$ cat config.mk
export PLATFORM = sky130hd
export DESIGN_NAME = tpu_seq_flat
export DESIGN_NICKNAME = d
export VERILOG_FILES = /design/src/rtl/tpu_seq_if.sv /design/src/rtl/tpu_seq.sv /design/src/flat_wrapper.sv
export SDC_FILE = /design/constraint.sdc
export NUM_CORES = 1
export LEC_CHECK = 0
export ABC_AREA = 0
export CAP_MARGIN = 20
export CELL_PAD_IN_SITES_DETAIL_PLACEMENT = 1
export CELL_PAD_IN_SITES_GLOBAL_PLACEMENT = 1
export CORE_ASPECT_RATIO = 0.8
export CORE_MARGIN = 2
export CORE_UTILIZATION = 30
export DETAILED_ROUTE_END_ITERATION = 10
export PLACE_DENSITY_LB_ADDON = 0.1
export SLEW_MARGIN = 20
export SYNTH_ARGS = -nofsm -noshare
export SYNTH_HDL_FRONTEND = slang
export SYNTH_SLANG_ARGS = --single-unit
$ cat constraint.sdc
create_clock -name clk -period 2.6 [get_ports clk]
set_input_delay 0.52 -clock clk [delete_from_list [all_inputs] [get_ports clk]]
set_output_delay 0.52 -clock clk [all_outputs]
set_load 0.03 [all_outputs]
$ cat src/rtl/tpu_seq_if.sv
// Host/buffer-facing bundle for the systolic tile sequencer.
// master = sequencer side, slave = host and tile-buffer side.
interface tpu_seq_if #(
  parameter int DIM    = 8,
  parameter int STEP_W = $clog2(3*DIM-2),
  parameter int ROW_W  = $clog2(DIM)
);
  logic              start;
  logic              stall;
  logic              busy;
  logic              done;
  logic              arr_en;
  logic              arr_wren;
  logic [ROW_W-1:0]  c_wr_row;
  logic [STEP_W-1:0] step;
  logic [DIM-1:0]    lane_mask;
  logic [ROW_W-1:0]  c_rd_row;
  logic              c_rd_valid;
  logic              c_rd_ready;

  modport master (
    input  start, stall, c_rd_ready,
    output busy, done, arr_en, arr_wren, c_wr_row, step, lane_mask,
           c_rd_row, c_rd_valid
  );

  modport slave (
    output start, stall, c_rd_ready,
    input  busy, done, arr_en, arr_wren, c_wr_row, step, lane_mask,
           c_rd_row, c_rd_valid
  );
endinterface

$ cat src/rtl/tpu_seq.sv
// One-tile sequencer for a DIM x DIM systolic MAC array: preload C, stream
// skewed A/B, drain C rows, pulse done.
//
// state   | meaning
// --------+------------------------------------------------------------
// IDLE    | waiting for start
// LOAD    | writing preload C rows 0..DIM-1 into the array (WrEn)
// COMPUTE | streaming skewed A/B, steps 0..3*DIM-3
// READ    | presenting C rows 0..DIM-1 to the consumer (valid/ready)
// DONE    | single-cycle completion pulse
module tpu_seq #(
  parameter int DIM    = 8,
  parameter int STEP_W = $clog2(3*DIM-2),
  parameter int ROW_W  = $clog2(DIM)
) (
  input logic        clk,
  input logic        rst,
  tpu_seq_if.master  bus
);

  typedef enum logic [2:0] {
    IDLE    = 3'd0,
    LOAD    = 3'd1,
    COMPUTE = 3'd2,
    READ    = 3'd3,
    DONE    = 3'd4
  } state_t;

  localparam logic [STEP_W-1:0] ROW_LAST  = STEP_W'(DIM - 1);
  localparam logic [STEP_W-1:0] STEP_LAST = STEP_W'(3*DIM - 3);

  state_t            state;
  logic [STEP_W-1:0] cnt;
  logic [STEP_W-1:0] cnt_inc;

  logic              busy_q;
  logic              done_q;
  logic              en_q;
  logic              wren_q;
  logic [ROW_W-1:0]  wr_row_q;
  logic [STEP_W-1:0] step_q;
  logic [DIM-1:0]    mask_q;
  logic [ROW_W-1:0]  rd_row_q;
  logic              rd_valid_q;

  assign cnt_inc = cnt + 1'b1;

  // Lane i carries A[i][s-i] / B[s-i][i] only while 0 <= s-i < DIM.
  function automatic logic [DIM-1:0] mask_of(input logic [STEP_W-1:0] s);
    logic [DIM-1:0] m;
    m = '0;
    for (int i = 0; i < DIM; i++) begin
      m[i] = (i <= int'(s)) && (int'(s) < i + DIM);
    end
    return m;
  endfunction

  // arr_en is registered, so a stall seen at an edge blanks the following
  // cycle; the counters only advance on edges that close an enabled cycle.
  always_ff @(posedge clk or posedge rst) begin
    if (rst) begin
      state      <= IDLE;
      cnt        <= '0;
      busy_q     <= 1'b0;
      done_q     <= 1'b0;
      en_q       <= 1'b0;
      wren_q     <= 1'b0;
      wr_row_q   <= '0;
      step_q     <= '0;
      mask_q     <= '0;
      rd_row_q   <= '0;
      rd_valid_q <= 1'b0;
    end else begin
      case (state)
        IDLE: begin
          if (bus.start) begin
            state    <= LOAD;
            cnt      <= '0;
            busy_q   <= 1'b1;
            en_q     <= !bus.stall;
            wren_q   <= !bus.stall;
            wr_row_q <= '0;
          end
        end

        LOAD: begin
          en_q   <= !bus.stall;
          wren_q <= !bus.stall;
          if (en_q) begin
            if (cnt == ROW_LAST) begin
              state    <= COMPUTE;
              cnt      <= '0;
              wren_q   <= 1'b0;
              wr_row_q <= '0;
              step_q   <= '0;
              mask_q   <= mask_of('0);
            end else begin
              cnt      <= cnt_inc;
              wr_row_q <= cnt_inc[ROW_W-1:0];
            end
          end
        end

        COMPUTE: begin
          en_q <= !bus.stall;
          if (en_q) begin
            if (cnt == STEP_LAST) begin
              state      <= READ;
              cnt        <= '0;
              en_q       <= 1'b0;
              step_q     <= '0;
              mask_q     <= '0;
              rd_row_q   <= '0;
              rd_valid_q <= 1'b1;
            end else begin
              cnt    <= cnt_inc;
              step_q <= cnt_inc;
              mask_q <= mask_of(cnt_inc);
            end
          end
        end

        READ: begin
          if (rd_valid_q && bus.c_rd_ready) begin
            if (cnt == ROW_LAST) begin
              state      <= DONE;
              cnt        <= '0;
              rd_row_q   <= '0;
              rd_valid_q <= 1'b0;
              done_q     <= 1'b1;
            end else begin
              cnt      <= cnt_inc;
              rd_row_q <= cnt_inc[ROW_W-1:0];
            end
          end
        end

        DONE: begin
          state  <= IDLE;
          busy_q <= 1'b0;
          done_q <= 1'b0;
        end

        default: begin
          state <= IDLE;
        end
      endcase
    end
  end

  assign bus.busy       = busy_q;
  assign bus.done       = done_q;
  assign bus.arr_en     = en_q;
  assign bus.arr_wren   = wren_q;
  assign bus.c_wr_row   = wr_row_q;
  assign bus.step       = step_q;
  assign bus.lane_mask  = mask_q;
  assign bus.c_rd_row   = rd_row_q;
  assign bus.c_rd_valid = rd_valid_q;

endmodule

$ cat src/flat_wrapper.sv
// flat-port wrapper written by rule: the top's interface ports become plain ports
module tpu_seq_flat 
#(
  parameter int DIM    = 8,
  parameter int STEP_W = $clog2(3*DIM-2),
  parameter int ROW_W  = $clog2(DIM)
)
  (clk, rst, bus_start, bus_stall, bus_c_rd_ready, bus_busy, bus_done, bus_arr_en, bus_arr_wren, bus_c_wr_row, bus_step, bus_lane_mask, bus_c_rd_row, bus_c_rd_valid);
  tpu_seq_if #(.DIM(DIM), .STEP_W(STEP_W), .ROW_W(ROW_W)) bus_i ();
  input logic clk;
  input logic rst;
  input wire logic [$bits(bus_i.start)-1:0] bus_start;
  input wire logic [$bits(bus_i.stall)-1:0] bus_stall;
  input wire logic [$bits(bus_i.c_rd_ready)-1:0] bus_c_rd_ready;
  output wire logic [$bits(bus_i.busy)-1:0] bus_busy;
  output wire logic [$bits(bus_i.done)-1:0] bus_done;
  output wire logic [$bits(bus_i.arr_en)-1:0] bus_arr_en;
  output wire logic [$bits(bus_i.arr_wren)-1:0] bus_arr_wren;
  output wire logic [$bits(bus_i.c_wr_row)-1:0] bus_c_wr_row;
  output wire logic [$bits(bus_i.step)-1:0] bus_step;
  output wire logic [$bits(bus_i.lane_mask)-1:0] bus_lane_mask;
  output wire logic [$bits(bus_i.c_rd_row)-1:0] bus_c_rd_row;
  output wire logic [$bits(bus_i.c_rd_valid)-1:0] bus_c_rd_valid;
  assign bus_i.start = bus_start;
  assign bus_i.stall = bus_stall;
  assign bus_i.c_rd_ready = bus_c_rd_ready;
  assign bus_busy = bus_i.busy;
  assign bus_done = bus_i.done;
  assign bus_arr_en = bus_i.arr_en;
  assign bus_arr_wren = bus_i.arr_wren;
  assign bus_c_wr_row = bus_i.c_wr_row;
  assign bus_step = bus_i.step;
  assign bus_lane_mask = bus_i.lane_mask;
  assign bus_c_rd_row = bus_i.c_rd_row;
  assign bus_c_rd_valid = bus_i.c_rd_valid;
  tpu_seq #(.DIM(DIM), .STEP_W(STEP_W), .ROW_W(ROW_W)) u_core (.clk(clk), .rst(rst), .bus(bus_i));
endmodule
Word-level counts from Yosys, hierarchy flattened
Cells that the tools add are included.
Word-level totals
  word-level logic and storage cells: 115
  flip-flop bits (word level): 32
  input bits: 5
  output and inout bits: 24
Cells by class
  reductions and logical operators: 27
  order comparisons: 15
  $add $sub $neg: 1
  equal/unequal tests: 13
  multiplexer cells: 48
Operators by type and width (number)
  5-bit by 4-bit less-than comparator with 1-bit output, second input constant: 8
  5-bit 2-to-1 mux: 8
  3-bit 2-to-1 mux: 13
  8-bit 2-to-1 mux: 4
  3-bit by 5-bit less-or-equal comparator with 1-bit output, first input constant: 4
  5-bit one-hot mux with 4 select lines: 1
  8-bit one-hot mux with 2 select lines: 1
  1-bit 2-to-1 mux: 12
  2-bit by 1-bit != test with 1-bit output, second input constant: 6
  3-bit one-hot mux with 2 select lines: 2
  3-bit one-hot mux with 4 select lines: 1
  2-bit by 5-bit less-or-equal comparator with 1-bit output, first input constant: 2
  5-bit one-hot mux with 2 select lines: 1
  5-bit AND reduction: 2
  2-bit nonzero test: 5
  1-bit logical AND: 8
  1-bit one-hot mux with 2 select lines: 4
  4-bit AND reduction: 2
  7-bit AND reduction: 1
  3-bit by 2-bit equality test with 1-bit output, second input constant: 2
  2-bit AND reduction: 3
  3-bit AND reduction: 2
  5-bit by 1-bit adder with 5-bit output, second input constant: 1
  5-bit by 3-bit equality test with 1-bit output, second input constant: 1
  10 further kinds: 10

Logic depth before layout (Yosys ltp)
  word-level depth: 6
  depth in mapped cells: 10
  mapped depth without buffers: 7

Worst setup path after synthesis
OpenSTA, ideal clock, no wires.
  path type: register -> register
  from: reg u_core.cnt[0]
  to: reg u_core.mask_q[5] (netlist: u_core.bus.lane_mask[5])
  library setup time: 122 ps
  slack: 575 ps
  clock period less this slack: 2025 ps
  buffers on the path: 2
  arrival: 1903 ps
  stages on the path, launching flop included: 9
  data required time: 2478 ps
  cell sequence: dfrtp_1 clkbuf_1 inv_1 ha_1 clkbuf_1 nor2_1 nand4b_1 and3_1 a32o_1
Between the ends
  longest elaborated chain between the ends: 6
  elaborated cells on any way between the ends: 11
  classes of those cells: add/sub: 1; order compare: 2; eq/ne: 3; mux: 3; reduce/logical: 2
RTL lines
  from (decl): line tpu_seq.sv:33  | logic [STEP_W-1:0] cnt;
  from (signal assigned): line tpu_seq.sv:98  | cnt <= cnt_inc;
  from (signal assigned): line tpu_seq.sv:116  | cnt <= cnt_inc;
  from (signal assigned): line tpu_seq.sv:132  | cnt <= cnt_inc;
  5-bit by 1-bit adder with 5-bit output: line tpu_seq.sv:46  | assign cnt_inc = cnt + 1'b1;
  3-bit by 5-bit less-or-equal comparator with 1-bit output or 5-bit by 4-bit less-than comparator with 1-bit output (tied branches): line tpu_seq.sv:53  | m[i] = (i <= int'(s)) && (int'(s) < i + DIM);
  1-bit logical AND: line tpu_seq.sv:53
  8-bit 2-to-1 mux: line tpu_seq.sv:107  | if (cnt == STEP_LAST) begin
  8-bit 2-to-1 mux: line tpu_seq.sv:106  | if (en_q) begin
  8-bit one-hot mux with 2 select lines: line tpu_seq.sv:74  | case (state)
  to (signal assigned): line tpu_seq.sv:96  | mask_q <= mask_of('0);
  to (signal assigned): line tpu_seq.sv:118  | mask_q <= mask_of(cnt_inc);
  to (decl): line tpu_seq.sv:42  | logic [DIM-1:0] mask_q;
Parallel ways exist; a longest one is shown, timed or not. The select of a mux whose other input is x is not followed.
A chain may end at the register's enable or synchronous reset.

Worst setup path after layout
  from: reg u_core.cnt[0]
  to: reg u_core.mask_q[0] (netlist: u_core.bus.lane_mask[0])
Between the ends
  longest elaborated chain between the ends: 5
  elaborated cells on any way between the ends: 9
  classes of those cells: add/sub: 1; order compare: 1; eq/ne: 3; mux: 3; reduce/logical: 1
RTL lines (line)
  5-bit by 1-bit adder with 5-bit output: tpu_seq.sv:46
  5-bit by 4-bit less-than comparator with 1-bit output: tpu_seq.sv:53
  8-bit 2-to-1 mux: tpu_seq.sv:107
  8-bit 2-to-1 mux: tpu_seq.sv:106
  8-bit one-hot mux with 2 select lines: tpu_seq.sv:74
Parallel ways exist; a longest one is shown, timed or not. The select of a mux whose other input is x is not followed.

==> results.py <==
metrics = {
    "outcome": {
        "status": "completed",
    },
    "timing": {
        "rsz0062_at_grt": "false",
        "timing.final.crit_share": 0.843,
        "maxSlewHeadroom": 0.593,
        "max_freq_ghz": 0.456,
        "final_hold_viol_count": 0,
        "drv_slew": 0,
        "max_slew.worst_pin.slew_ns": 0.611,
        "setup_violations": 0,
        "finalSetupTns_ns": 0,
        "period_needed_ns": 2.19,
        "clock_skew_ns": 0.00736,
    },
    "worst_setup_path": {
        "cp_max_fo": 18,
        "cp_slowest_cell": "a211o_1",
        "path_class": "flop to flop",
        "crit_arrival_ns": 2.36,
        "slowest_delay_ns": 0.55,
        "critPathRequiredTime_ns": 2.77,
        "end_kind": "flop",
        "cp_cell_sequence": "ha_1 -> and4bb_1 -> nand3b_1 -> a211o_1 -> mux2_4",
        "cp-start-kind": "flop",
    },
    "job": {
        "maxCapViolations": 0,
    },
    "power": {
        "p_int_uw": 1740,
        "power_density_nw_per_um2": 1440,
        "ir_worst_vdd_mv": 0.452,
        "clock_power_share": 0.143,
        "p_sw_frac": 0.479,
        "p_sw_uw": 1600,
        "p_leak_uw": 0.00102,
        "power_uw": 3350,
        "seqPwrFrac": 0.290,
        "combPwrFrac": 0.568,
    },
    "final_layout": {
        "num-nets-final": 237,
        "multi_input_area_um2": 940,
        "area_delta_synth_final_pct": 23.1,
        "seq_area_um2": 801,
        "final_area_um2": 2320,
        "layout-drive-gt1-share": 0.0786,
        "num_antenna_cells": 0,
        "fillers": 690,
    },
    "floorplan": {
        "die_h_um": 74.8,
        "dieArea_um2": 6930,
        "rows": 25,
        "initial_core_util": 0.315,
        "core_area_um2": 5970,
        "io_pins": 29,
        "die_x_um": 92.6,
    },
    "global_routing": {
        "grt_pass1_vias": 1614,
        "grt_pass1_wl_um": 8420,
        "track_usage": 0.156,
        "grt_overflow": 0,
        "grt_max_degree": 33,
        "antenna_found_initial": 0,
    },
    "synth": {
        "syn_area_per_cell_um2": 9.22,
        "ys_ff_latch": 32,
        "syn_nets": 213,
        "async_reset_ff_frac": 1.00,
        "seq_area_frac_synth": 0.426,
        "synth_area_um2": 1880,
        "netlist_instances": 204,
        "ys_types": 49,
        "synth-main-ff-cell": "dfrtp_1",
        "yosys_warnings": 0,
        "synth-edff-count": 0,
    },
    "drt": {
        "routed_wl_um": 5100,
        "via_per_inst": 5.13,
        "drt_iter0_drc": 65,
        "firstDrtPassIters": 4,
        "route.detailed.drc": 0,
        "ant_nets": 0,
        "vias": 1590,
        "wl_per_cell_um": 16.5,
    },
    "clocking": {
        "path_clk_slew_ns": 0.07,
        "clkLatencyLatePin_ns": 0.28,
        "clockBufferDepth": 2,
        "cts-resized-gates": 0,
        "cts_tree": "yes",
        "cts-root-buf": "clkbuf_8",
        "cts_sinks": 32,
        "cts-htree-levels": 2,
        "cts_made_buffers": 5,
        "holdBufCountCts": 0,
        "postCtsSetupBuffers": 0,
    },
    "worst_hold_path": {
        "hold_class": "flop to flop",
    },
    "placed_design": {
        "post_dp_cell_area_um2": 2210,
        "gp_congestion": 0.747,
        "port_buffers": 28,
        "place_hpwl_um": 3660,
    },
}
synthesized netlist by cell type, types with 2 or more instances:
cell,n,share of area
xor2_1,4,0.019
nor3_1,4,0.011
inv_1,9,0.018
o41ai_1,2,0.0093
nand2_1,25,0.050
and3_1,5,0.017
clkbuf_1,8,0.016
o21ai_0,12,0.032
nand3b_1,4,0.016
buf_6,3,0.018
o31ai_1,8,0.032
nor2_1,11,0.022
a21o_1,6,0.024
a22o_1,4,0.019
ha_1,4,0.027
o21ai_1,2,0.0053
a211o_1,2,0.0093
xnor2_1,4,0.019
a211oi_1,2,0.0080
nand3_1,6,0.016
nand4b_1,5,0.023
a31oi_1,4,0.013
clkbuf_2,2,0.0053
dfrtp_1,32,0.43
buf_2,3,0.0080
a21oi_1,7,0.019
and2_1,2,0.0066
o32ai_1,2,0.0093
nand2b_1,2,0.0066
registers in the layout, summed over array words and instances, names as in the netlist:
| signal | cells |
|---|---|
| u_core.bus.step | 5 |
| u_core.bus.c_rd_valid | 1 |
| u_core.bus.done | 1 |
| u_core.state | 3 |
| u_core.bus.c_wr_row | 3 |
| u_core.bus.c_rd_row | 3 |
| u_core.cnt | 5 |
| u_core.bus.arr_en | 1 |
| u_core.bus.arr_wren | 1 |
| u_core.bus.busy | 1 |
| u_core.bus.lane_mask | 8 |
final timing paths:
kind | from | to | slack [ns] | cells after the start
setup / recovery | u_core.cnt[0] | u_core.bus.lane_mask[0] | 0.41 | 5
hold / removal | u_core.bus.arr_wren | u_core.bus.arr_wren | 0.48 | 1
setup reg to reg | u_core.cnt[0] | u_core.bus.lane_mask[0] | 0.41 | 5
hold reg to reg | u_core.bus.arr_wren | u_core.bus.arr_wren | 0.48 | 1
max in group asynchronous | rst | u_core.cnt[0] | 1.65 | 3
min in group asynchronous | rst | u_core.bus.done | 0.63 | 3
metal layers:
metal,GRT usage,wire [um],vias up,part of all wire
li1,-,-,783,-
met1,0.227,2690,785,0.53
met2,0.242,2240,20,0.44
met3,0.0350,153,2,0.030
met4,0.0299,19,0,0.0037
met5,0,0,-,0
through the flow:
| step | setup WS [ns] | std cells | utilization | hold WS [ns] |
|---|---|---|---|---|
| 3_3_place_gp | 0.471 | 302 | 0.370 | 0.462 |
| 4_1_cts | 0.395 | 310 | 0.388 | 0.486 |
| 3_5_place_dp | 0.398 | 302 | 0.370 | 0.470 |
| 2_1_floorplan | 0.575 | 204 | - | 0.584 |
| 5_1_grt | 0.210 | 310 | 0.388 | 0.511 |
| 6_report | 0.407 | 310 | 0.388 | 0.479 |
power groups by stage:
stage	combinational (uW)	clock (uW)	sequential, uW
after floorplan	1160	0	1110
after detailed placement	1910	0	982
final	1900	477	970
after global routing	2100	511	1010
after global placement	1870	0	965
after CTS	1930	492	972
logic make-up after synthesis:
kind of cell               count (synthesis)  synth area share
AOI/OAI and AO/OA                         60             0.221
xor gates and xnor gates                   8            0.0372
adders and majority gates                  4            0.0266
buffers and inverters                     27            0.0751
DFF                                       32             0.426
muxes                                      2            0.0140
and+or+nand+nor                           71             0.201
critical path, delay by kind of cell (launching register included):
| kind | cells | cell delay [ns] |
|---|---|---|
| mux | 1 | 0.38 |
| simple gates | 2 | 0.33 |
| flops | 1 | 0.53 |
| compound gates | 1 | 0.55 |
| fa+ha+maj | 1 | 0.29 |
layout by cell type (no fill, tap or decap), types with 5 or more instances in the layout:
cell type        instances
dfrtp_1                 32
a21oi_1                  7
o21ai_0                 12
buf_4                    7
a21o_1                   6
clkbuf_8                 5
and3_1                   5
nand4b_1                 5
inv_1                    9
nand2_1                 25
clkdlybuf4s50_1         28
nand3_1                  6
o31ai_1                  8
nor2_1                  11
layout make-up:
cell class,count,share of cell area
Sequential cell,32,0.346
Clock buffer,6,0.0313
Inverter,9,0.0146
Multi-Input combinational cell,145,0.406
Clock inverter,2,0.0151
Timing Repair Buffer,35,0.144
Tap cell,81,0.0438
(Power assumes the default switching activity.)
